## src/rtl/ram_reader_pkg.sv

```systemverilog
// Shared definitions for the RAM scan reader: FSM state encoding and
// active-low seven-segment glyphs (segment order gfedcba).
package ram_reader_pkg;

  typedef enum logic [1:0] {
    IDLE    = 2'd0,
    READ    = 2'd1,
    CAPTURE = 2'd2,
    HOLD    = 2'd3
  } state_t;

  localparam logic [6:0] SEG_0 = 7'h40;
  localparam logic [6:0] SEG_1 = 7'h79;
  localparam logic [6:0] SEG_2 = 7'h24;
  localparam logic [6:0] SEG_3 = 7'h30;
  localparam logic [6:0] SEG_4 = 7'h19;
  localparam logic [6:0] SEG_5 = 7'h12;
  localparam logic [6:0] SEG_6 = 7'h02;
  localparam logic [6:0] SEG_7 = 7'h78;
  localparam logic [6:0] SEG_8 = 7'h00;
  localparam logic [6:0] SEG_9 = 7'h10;
  localparam logic [6:0] SEG_A = 7'h08;
  localparam logic [6:0] SEG_B = 7'h03;
  localparam logic [6:0] SEG_C = 7'h46;
  localparam logic [6:0] SEG_D = 7'h21;
  localparam logic [6:0] SEG_E = 7'h06;
  localparam logic [6:0] SEG_F = 7'h0E;

  function automatic logic [6:0] seg_glyph(input logic [3:0] value);
    case (value)
      4'h0:    seg_glyph = SEG_0;
      4'h1:    seg_glyph = SEG_1;
      4'h2:    seg_glyph = SEG_2;
      4'h3:    seg_glyph = SEG_3;
      4'h4:    seg_glyph = SEG_4;
      4'h5:    seg_glyph = SEG_5;
      4'h6:    seg_glyph = SEG_6;
      4'h7:    seg_glyph = SEG_7;
      4'h8:    seg_glyph = SEG_8;
      4'h9:    seg_glyph = SEG_9;
      4'hA:    seg_glyph = SEG_A;
      4'hB:    seg_glyph = SEG_B;
      4'hC:    seg_glyph = SEG_C;
      4'hD:    seg_glyph = SEG_D;
      4'hE:    seg_glyph = SEG_E;
      default: seg_glyph = SEG_F;
    endcase
  endfunction

endpackage

```

## src/rtl/ram_reader_hex7seg.sv

```systemverilog
// Hex digit to active-low seven-segment decoder.
module hex7seg
  import ram_reader_pkg::*;
(
  input  logic [3:0] value,
  output logic [6:0] seg
);

  always_comb begin
    seg = seg_glyph(value);
  end

endmodule

```

## src/rtl/ram_reader.sv

```systemverilog
// Scans a RAM word by word, holding each captured word on LEDR for TICK_DIV
// cycles; single-pass or continuous, with the address shown on HEX0.
module ram_reader
  import ram_reader_pkg::*;
#(
  parameter int NBits    = 7,
  parameter int NAddr    = 3,
  parameter int TICK_DIV = 50_000_000
) (
  input  logic             MAX10_CLK1_50,
  input  logic             rst,
  input  logic             start,
  input  logic             mode,
  output logic             rd_en,
  output logic [NAddr-1:0] rd_addr,
  input  logic [NBits-1:0] rd_data,
  output logic [NBits-1:0] LEDR,
  output logic [6:0]       HEX0,
  output logic             busy,
  output logic             done
);

  localparam int CW = $clog2(TICK_DIV + 1);
  localparam logic [CW-1:0]    HOLD_LAST = CW'(TICK_DIV - 1);
  localparam logic [NAddr-1:0] ADDR_LAST = '1;

  state_t          state;
  state_t          next_state;
  logic            start_q;
  logic            armed;
  logic            start_edge;
  logic [CW-1:0]   hold_cnt;
  logic            hold_last;
  logic            pass_continues;

  // armed stays low for the first clock after reset so a start level that is
  // already high at release is not mistaken for an edge.
  assign start_edge     = start & ~start_q & armed;
  assign hold_last      = (hold_cnt == HOLD_LAST);
  assign pass_continues = (rd_addr != ADDR_LAST) || mode;

  always_ff @(posedge MAX10_CLK1_50 or negedge rst) begin
    if (!rst) begin
      state <= IDLE;
    end else begin
      state <= next_state;
    end
  end

  always_comb begin
    next_state = state;
    case (state)
      IDLE:    if (start_edge) next_state = READ;
      READ:    next_state = CAPTURE;
      CAPTURE: next_state = HOLD;
      HOLD:    if (hold_last) next_state = pass_continues ? READ : IDLE;
      default: next_state = IDLE;
    endcase
  end

  always_comb begin
    rd_en = (state == READ);
    busy  = (state != IDLE);
    done  = (state == HOLD) && hold_last && (rd_addr == ADDR_LAST) && !mode;
  end

  // Address increment wraps naturally from ADDR_LAST to zero in loop mode.
  always_ff @(posedge MAX10_CLK1_50 or negedge rst) begin
    if (!rst) begin
      start_q  <= 1'b0;
      armed    <= 1'b0;
      rd_addr  <= '0;
      LEDR     <= '0;
      hold_cnt <= '0;
    end else begin
      start_q <= start;
      armed   <= 1'b1;
      case (state)
        IDLE: begin
          if (start_edge) rd_addr <= '0;
        end
        CAPTURE: begin
          LEDR     <= rd_data;
          hold_cnt <= '0;
        end
        HOLD: begin
          if (!hold_last) begin
            hold_cnt <= hold_cnt + CW'(1);
          end else if (pass_continues) begin
            rd_addr <= rd_addr + NAddr'(1);
          end
        end
        default: ;
      endcase
    end
  end

  hex7seg u_hex0 (
    .value (4'(rd_addr)),
    .seg   (HEX0)
  );

endmodule

```

## config.mk

```make
export PLATFORM = sky130hd
export DESIGN_NAME = ram_reader
export DESIGN_NICKNAME = d
export VERILOG_FILES = /design/src/rtl/ram_reader_pkg.sv /design/src/rtl/ram_reader_hex7seg.sv /design/src/rtl/ram_reader.sv
export SDC_FILE = /design/constraint.sdc
export NUM_CORES = 1
export LEC_CHECK = 0
export ABC_CLOCK_PERIOD_IN_PS = 2070
export BUFFER_PORTS_ARGS = -buffer_cell sky130_fd_sc_hd__buf_2
export CAP_MARGIN = 20
export CORE_ASPECT_RATIO = 1.75
export CORE_MARGIN = 10
export CORE_UTILIZATION = 58
export DETAILED_ROUTE_END_ITERATION = 12
export PLACE_DENSITY_LB_ADDON = 0.1
export SLEW_MARGIN = 20
export SYNTH_ARGS = -nofsm -noshare
export SYNTH_HDL_FRONTEND = slang
export SYNTH_HIERARCHICAL = 1
export SYNTH_SLANG_ARGS = --single-unit
```

## constraint.sdc

```tcl
create_clock -name MAX10_CLK1_50 -period 2.07 [get_ports MAX10_CLK1_50]
set_input_delay 0.207 -clock MAX10_CLK1_50 [delete_from_list [all_inputs] [get_ports MAX10_CLK1_50]]
set_output_delay 0.207 -clock MAX10_CLK1_50 [all_outputs]
set_load 0.005 [all_outputs]
```

Yosys cells after proc, flatten, opt, wreduce, memory -nomap -nowiden
Memory sizes are Yosys's and may differ from the RTL's.
Index checks and enable logic that the tools add are counted.
{ "word_totals": {"out_inout_bits": 20, "memories": 1, "in_bits": 11, "regBits": 40, "wordCells": 44, "mem_bits_ro": 112} }
{ "classes": {"muxes": 10, "add_sub_neg": 2, "n_reduce_logical": 12, "eq_ne": 10, "n_bitwise": 3} }
{ "mem_list": {"columns": ["name", "words", "width", "read_ports", "rd_ports_with_merged_regs", "wr", "line_no", "text"], "rows": [
  ["(no name shown)", 16, 7, 1, 0, 0, "ram_reader_pkg.sv:30", "case (value)"]
]} }
{ "ops": {"columns": ["op", "n"], "rows": [
  ["$pmux 26 s2", 1],
  ["$add 26x1->26 const B", 1],
  ["$eq 26x26->1 const B", 1],
  ["$mux 26", 1],
  ["$mux 3", 3],
  ["$ne 2x2->1 const B", 4],
  ["$pmux 2 s4", 1],
  ["$pmux 3 s2", 1],
  ["$reduce_bool 2->1", 3],
  ["$eq 2x2->1 const B", 2],
  ["$mux 2", 2],
  ["$reduce_and 2->1", 2],
  ["$reduce_and 4->1", 1],
  ["$add 3x1->3 const B", 1],
  ["$eq 3x3->1 const B", 1],
  ["$logic_and 1x1->1", 3],
  ["$ne 3x3->1 const B", 1],
  ["$and 1x1->1", 2],
  ["$eq 2x1->1 const B", 1],
  ["$logic_not 2->1", 1],
  ["$logic_not 1->1", 1],
  ["$logic_or 1x1->1", 1],
  ["$mux 1", 1],
  ["$not 1->1", 1]
]} }

Logic depth before layout (Yosys ltp)
Gate-level depths: netlist of run 1.
{ "logic_depth": {"word_depth": 5, "mapped_depth": 7, "mapped_depth_nobuf": 6} }

Cells and area by module
Netlist of run 1, hierarchy kept.
{ "by_module_without_submodules": {"columns": ["module", "area_per_inst_um2", "seq_area_each_um2", "cells_per_inst", "n_inst"], "rows": [
  ["ram_reader", 2263.4, 1001.0, 238, 1],
  ["hex7seg", 275.3, 0.0, 32, 1]
]} }

Least setup slack after synthesis of run 1
No wires, ideal clock.
{ "synth_timing": {"path_type": "reg-to-reg", "start": "reg hold_cnt[0]", "end": "reg hold_cnt[5]", "t_required_ps": 1991, "setup_time_ps": 79, "path_stages_with_launch": 8, "path_buffers": 2, "synth_period_minus_slack_ps": 1770, "path_slack_ps": 300, "t_arrival_ps": 1691, "path_cell_list": "dfrtp_1 > ha_1 > and3_1 > buf_2 > and4_4 > buf_6 > a211oi_1 > mux2i_1"} }
{ "synth_between": {"elab_chain_cells": 3, "word_cells_on_any_way": 6, "classes_between": "add/sub: 1; eq/ne: 2; mux: 2; reduce/logical: 1"} }
{ "synth_rtl": {"columns": ["item", "line_no", "text"], "rows": [
  ["start, declared", "ram_reader.sv:32", "logic [CW-1:0] hold_cnt;"],
  ["start signal, assigned", "ram_reader.sv:88", "hold_cnt <= hold_cnt + CW'(1);"],
  ["$add 26x1->26 or $eq 26x26->1 (tied branches)", "ram_reader.sv:88, ram_reader.sv:39", null],
  ["$mux 26 or $ne 2x2->1 (tied branches)", null, null],
  ["$pmux 26 s2 or $reduce_and 2->1 (tied branches)", null, null]
]} }
Several ways; a longest one is shown, not always the timed one. The select of a mux whose other input is x is not followed.
A chain may end at the register's enable or synchronous reset.

Worst setup path in the final report of run 1
{ "layout_timing": {"start": "reg rd_addr[0]", "end": "out HEX0[3]"} }
{ "layout_between": {"elab_chain_cells": 1} }
{ "layout_rtl": {"columns": ["item", "line_no", "text"], "rows": [
  ["start, declared", "ram_reader.sv:15", "output logic [NAddr-1:0] rd_addr,"],
  ["start signal, assigned", "ram_reader.sv:90", "rd_addr <= rd_addr + NAddr'(1);"],
  ["$mem_v2 16x7", null, null],
  ["end, declared", "ram_reader.sv:18", "output logic [6:0] HEX0,"]
]} }
Every way passes these cells.

==> results of run 1 <==
[cells in the mapped netlist (2+ instances only)]
cell type  count  share of area [%]
or3_1          3               0.74
and4_1         4                1.4
nand4_1        8                2.0
a21oi_1        9                1.8
nand2_1       38                5.6
nor2b_1        2               0.49
o211ai_1       7                2.1
and3_1         6                1.5
conb_1         2               0.30
o21ai_0       14                2.8
a221o_1        2               0.79
mux2i_1       19                7.5
and2_1         4               0.99
inv_1         11                1.6
dfrtp_1       40                 39
nand3_1       13                2.6
buf_6          3                1.3
a22o_1         2               0.69
mux2_2         8                3.5
nor3b_1        2               0.59
ha_1          14                6.9
and4_2         2               0.79
clkbuf_1       5               0.74
a31oi_1        3               0.74
buf_2          2               0.39
nor3_1         7                1.4
nor4_1         5                1.2
nor2_1        11                1.6
[layer usage]
layer	GRT usage [%]	routed length, um	vias up
li1	-	-	1080
met1	14.5	2180	1099
met2	30.3	3370	57
met3	4.16	301	14
met4	6.94	130	0
met5	0	0	-
[flip-flops by register name, indices dropped and copies added (netlist names)]
name and cells:
state 2, start_q 1, LEDR 7, rd_addr 3, hold_cnt 26, armed 1
[what timing repair did]
item,in CTS,in global routing
endpoints found under the hold margin,40,0
gates resized for setup,4,5
pin swaps,1,1
setup endpoints to repair,2,2
setup buffers,0,6
hold buffers,1,0
[path summary, 6_finish.rpt]
check	startpoint	to	cells past startpoint
setup / recovery	rd_addr[0]	HEX0[3]	5
hold / removal	start	start_q	1
setup reg to reg	rd_addr[0]	rd_addr[1]	7
hold reg to reg	hold_cnt[23]	hold_cnt[23]	1
max in group asynchronous	rst	rd_addr[0]	3
min in group asynchronous	rst	LEDR[5]	3
[cells by family after synthesis]
family | count (synthesis) | share of synthesized area, %
AND/OR/NAND/NOR | 113 | 23.7
flip-flops | 40 | 39.4
adder cells (fa/ha/maj) | 14 | 6.90
AO/OA/AOI/OAI | 49 | 12.9
other | 2 | 0.296
multiplexers | 28 | 12.1
buffers and inverters | 24 | 4.73
[power groups by stage]
stage               Sequential, W  Combinational [W]  Clock (W)
floorplan                0.000810          0.0000225          0
global placement         0.000808          0.0000591          0
detailed placement       0.000809          0.0000606          0
CTS                      0.000793          0.0000625   0.000531
global route             0.000794          0.0000691   0.000554
finish                   0.000793          0.0000607   0.000522
[worst max-delay path: stages (launching register included)]
cell,delay (ns)
dfrtp_2,0.42
inv_1,0.11
ha_1,0.29
inv_1,0.05
mux4_1,0.47
buf_2,0.14
[through the flow]
stage | setup slack, ns | area (um^2) | instances | setup TNS (ns)
after detailed placement | 0.229 | 2780 | 351 | 0
after global placement | 0.240 | 2780 | 351 | 0
after floorplan | 0.300 | 2550 | 272 | 0
after CTS | 0.00404 | 2880 | 360 | 0
after global routing | -0.00884 | 2950 | 366 | -0.00884
final | 0.0914 | 2950 | 366 | 0
[final cells by class]
class	instances	area, um^2	share of cell area (%)
multi-input combinational	208	1450	49.3
sequential	40	1000	34.0
clock buffer	5	68.8	2.33
clock inverter	3	18.8	0.636
inverter	11	41.3	1.40
timing repair buffer	50	303	10.3
tap	49	61.3	2.08
==> impl_metrics.toml, run 1 <==
[clock_network]
cts_buffers = 5
cts_max_level = 2
clockBufferDepth = 2
clkLatencyLatePin_ns = 0.30
cts.reportedPaths.clkPinSlew_ns = 0.08
root_buffer = "clkbuf_8"
cts_tree = "yes"
cts_num_sinks = 40

[timing]
final_max_slew_viol_count = 0
fin_crit_sh_pct = 95.6
fmax_mhz = 505
report.final.setup_viol = 0
finalHoldViolations = 0
finClkSkew_ns = 0.00658
worstMarginPinSlew_ns = 0.502
post-route-min-period_ns = 1.98
whs_ns = 0.0239
max_slew_margin_pct = 66.5

[floorplan]
floorplan.die_area_um2 = 7530
rows = 31
num_io_pins = 31
core_area_um2 = 4190
initial_utilization_pct = 60.6
die_h_um = 108
die_x_um = 70.0

[placement]
numPortBuffers = 30
dp_hpwl_um = 4450
gp_congestion = 0.834

[logic_synthesis]
yosys_warnings = 6
synthArstFlopShare_pct = 100
ys_ff_latch = 40
ys_types = 52
syn_inst = 270
synth_flop_cell = "dfrtp_1"
syn-cell-area_um2 = 2540
synth-seq-area-share_pct = 39.4
syn_area_per_cell_um2 = 9.40
synth_edf_count = 0

[cells_and_area]
final_cell_mix = "39 x dfrtp_1, 38 x nand2_1, 30 x buf_2"
drive_above_1_share_pct = 24.0
final_util_pct = 70.4
final_common_cell = "dfrtp_1"
syn2layout_area_growth_pct = 16.2
insertedDiodeCount = 0
fill_cells = 334
nNetsFinal = 341

[routing]
route.detailed.drc = 0
wire_per_inst_um = 16.3
vias_per_cell = 6.15
drt_iter0_drc = 106
ant_nets = 0
vias = 2250
dr.pass1.iters = 4
routed_wl_um = 5980

[run_status]
status = "finished clean"

[power_and_ir_drop]
p_switching_w = 0.000322
clockPowerShare_pct = 37.9
cellPowerDensity_nw_per_um2 = 466
p_leak_nw = 1.39
pwr-share-comb_pct = 4.4
power.total_w = 0.00138
p_int_w = 0.00105
swShare_pct = 23.4
ir_worst_vdd_uv = 406
power_frac_seq_pct = 57.7

[grt]
grt_pass1_vias = 2242
grt_remaining_overflow = 0
grt_usage_pct = 15.6
antenna_found_initial = 0
grt_max_degree = 41
grt_pass1_wl_um = 9950

[setup_path]
critical_path_class = "reg2out"
crit_path_start_kind = "register"
worst-path-max-fanout = 6
critPathArrivalTime_ns = 1.77
r2r_slack_ns = 0.22
critPathRequiredTime_ns = 1.86
cp-end-kind = "output pin"

[job]
drv_cap = 0

[worst_hold_path]
min_path_type = "in2reg"
Note: power is estimated with default switching activity, not from simulation.
==> inputs of run 2 (changes only) <==
CAP_MARGIN = default   (was 20)
CORE_UTILIZATION = 57   (was 58)
MAX_ROUTING_LAYER = met4   (was default)
==> run 2 against run 1 <==
First-iteration DRC count fell by 8.5%. Core utilization fell by 3.3 points. Clock skew rose by 0.0097 ns. Global-route usage rose by 1.1 points. Register-to-register slack barely moved. Final area fell by 0.68%. Sequential power barely moved. Critical path depth fell by 1. Die area rose by 1.3%. Highest routed layer unchanged. Worst setup slack got worse by 0.0058 ns.
==> impl_metrics.toml, run 2 (same netlist as run 1, synthesis figures left out) <==
[placement]
dpl_worst_slack_ns = 0.185
gp_congestion = 0.944
place_inst = 349
numPortBuffers = 30
dp_hpwl_um = 4510
place_area_um2 = 2750

[worst_hold_path]
min_path_type = "in2async"

[power_and_ir_drop]
ir_worst_vdd_uv = 496
p_leak_nw = 1.36
cellPowerDensity_nw_per_um2 = 515

[cells_and_area]
syn2layout_area_growth_pct = 15.4
multiInputGateArea_um2 = 1460
reg_top3 = "hold_cnt x26, LEDR x7, rd_addr x3"
top_register = "hold_cnt"
fin_cells = 361
largest_reg_flops = 26
fin_area_um2 = 2930
drive_above_1_share_pct = 23.9
nNetsFinal = 334
ff_latch_area_um2 = 1000
fill_cells = 385
final_common_cell = "nand2_1"
final_cell_mix = "38 x nand2_1, 37 x dfrtp_1, 30 x buf_2"
insertedDiodeCount = 0

[timing]
fmax_mhz = 504
timing.final.ws_setup_ns = 0.0855
report.final.setup_viol = 0
finalHoldViolations = 0
worstMarginPinSlew_ns = 0.871
max_slew_margin_pct = 41.9
final_max_slew_viol_count = 0
finClkSkew_ns = 0.0163
whs_ns = 0.00502
fin_crit_sh_pct = 95.9
post-route-min-period_ns = 1.98

[grt]
grt_remaining_overflow = 0
antenna_found_initial = 0
grt_pass1_vias = 2118
grt_usage_pct = 16.7
grt_pass1_wl_um = 10200
grt_max_degree = 41

[clock_network]
root_buffer = "clkbuf_8"
cts_buffers = 5
clkLatencyLatePin_ns = 0.30
ctsHoldBuffers = 0
cts_max_level = 2
clockBufferDepth = 2
cts_tree = "yes"
cts.reportedPaths.clkPinSlew_ns = 0.09
cts_num_sinks = 40

[routing]
route.detailed.drc = 0
dr.pass1.iters = 4
drt_iter0_drc = 97
routed_wl_um = 6100
ant_nets = 0
wire_per_inst_um = 16.9
vias = 2196
vias_per_cell = 6.08

[setup_path]
crit_path_start_kind = "register"
critPathArrivalTime_ns = 1.78
r2r_slack_ns = 0.23
critPathRequiredTime_ns = 1.86
cp-end-kind = "output pin"
worst-path-max-fanout = 7
critical_path_class = "reg2out"

[floorplan]
core_area_um2 = 4360
die_x_um = 70.5
die_h_um = 108
floorplan.die_area_um2 = 7630
rows = 32
initial_utilization_pct = 58.2
num_io_pins = 31

[job]
drv_cap = 0

[run_status]
status = "finished clean"
## run 2: cell types whose count changed in the layout (fill, tap and decap cells not counted), sizes merged
cell	delta
buf	-6
dlygate4sd3	-1
clkinv	-1
bufinv	+1
## run 2: repair_timing
| action | in CTS | in global routing |
|---|---|---|
| setup endpoints to repair | 2 | 2 |
| gates resized for setup | 4 | 9 |
| setup buffers | 1 | 3 |
| pin swaps | 0 | 1 |
## run 2: path summary, 6_finish.rpt
path	start	depth (start not counted)	to
setup reg to reg	state[0]	5	hold_cnt[14]
max in group asynchronous	rst	1	hold_cnt[1]
hold reg to reg	hold_cnt[23]	1	hold_cnt[23]
hold / removal	rst	1	LEDR[4]
setup / recovery	rd_addr[0]	4	HEX0[3]
min in group MAX10_CLK1_50	start	1	start_q
## run 2: where the power goes
group | leakage [nW] | switching (W) | total, W | internal, W
clock | 0.0583 | 0.000295 | 0.000659 | 0.000363
combinational | 0.792 | 0.0000320 | 0.0000579 | 0.0000259
sequential | 0.509 | 0.00000348 | 0.000793 | 0.000790
total | 1.36 | 0.000331 | 0.00151 | 0.00118
## run 2: cell type report
class                           instances  share of cell area, %
Clock buffer                            5                   2.35
Multi-Input combinational cell        208                   49.7
Clock inverter                          3                   1.62
Inverter                               11                   1.41
Timing Repair Buffer                   43                   8.46
Tap cell                               51                   2.18
Sequential cell                        40                   34.3
## run 2: stage by stage
stage / util (%) / setup TNS [ns] / power (W)
after floorplan: - / 0 / 0.000832
after global placement: 63.0 / 0 / 0.000866
after detailed placement: 63.0 / 0 / 0.000868
after CTS: 65.9 / -0.0152 / 0.00152
after global routing: 67.1 / -0.0393 / 0.00156
final: 67.1 / 0 / 0.00151
## run 2: worst max-delay path, stage by stage, from the launching register on
cell	delay, ns
dfrtp_2	0.46
buf_4	0.17
ha_1	0.22
mux4_1	0.48
buf_2	0.14
## run 2: per-layer routing
layer | GRT usage [%] | up-vias | routed length, um
met2 | 27.7 | 55 | 3200
met3 | 3.94 | 26 | 312
li1 | - | 1066 | -
met1 | 17.6 | 1049 | 2290
met4 | 9.92 | 0 | 295
met5 | - | - | 0
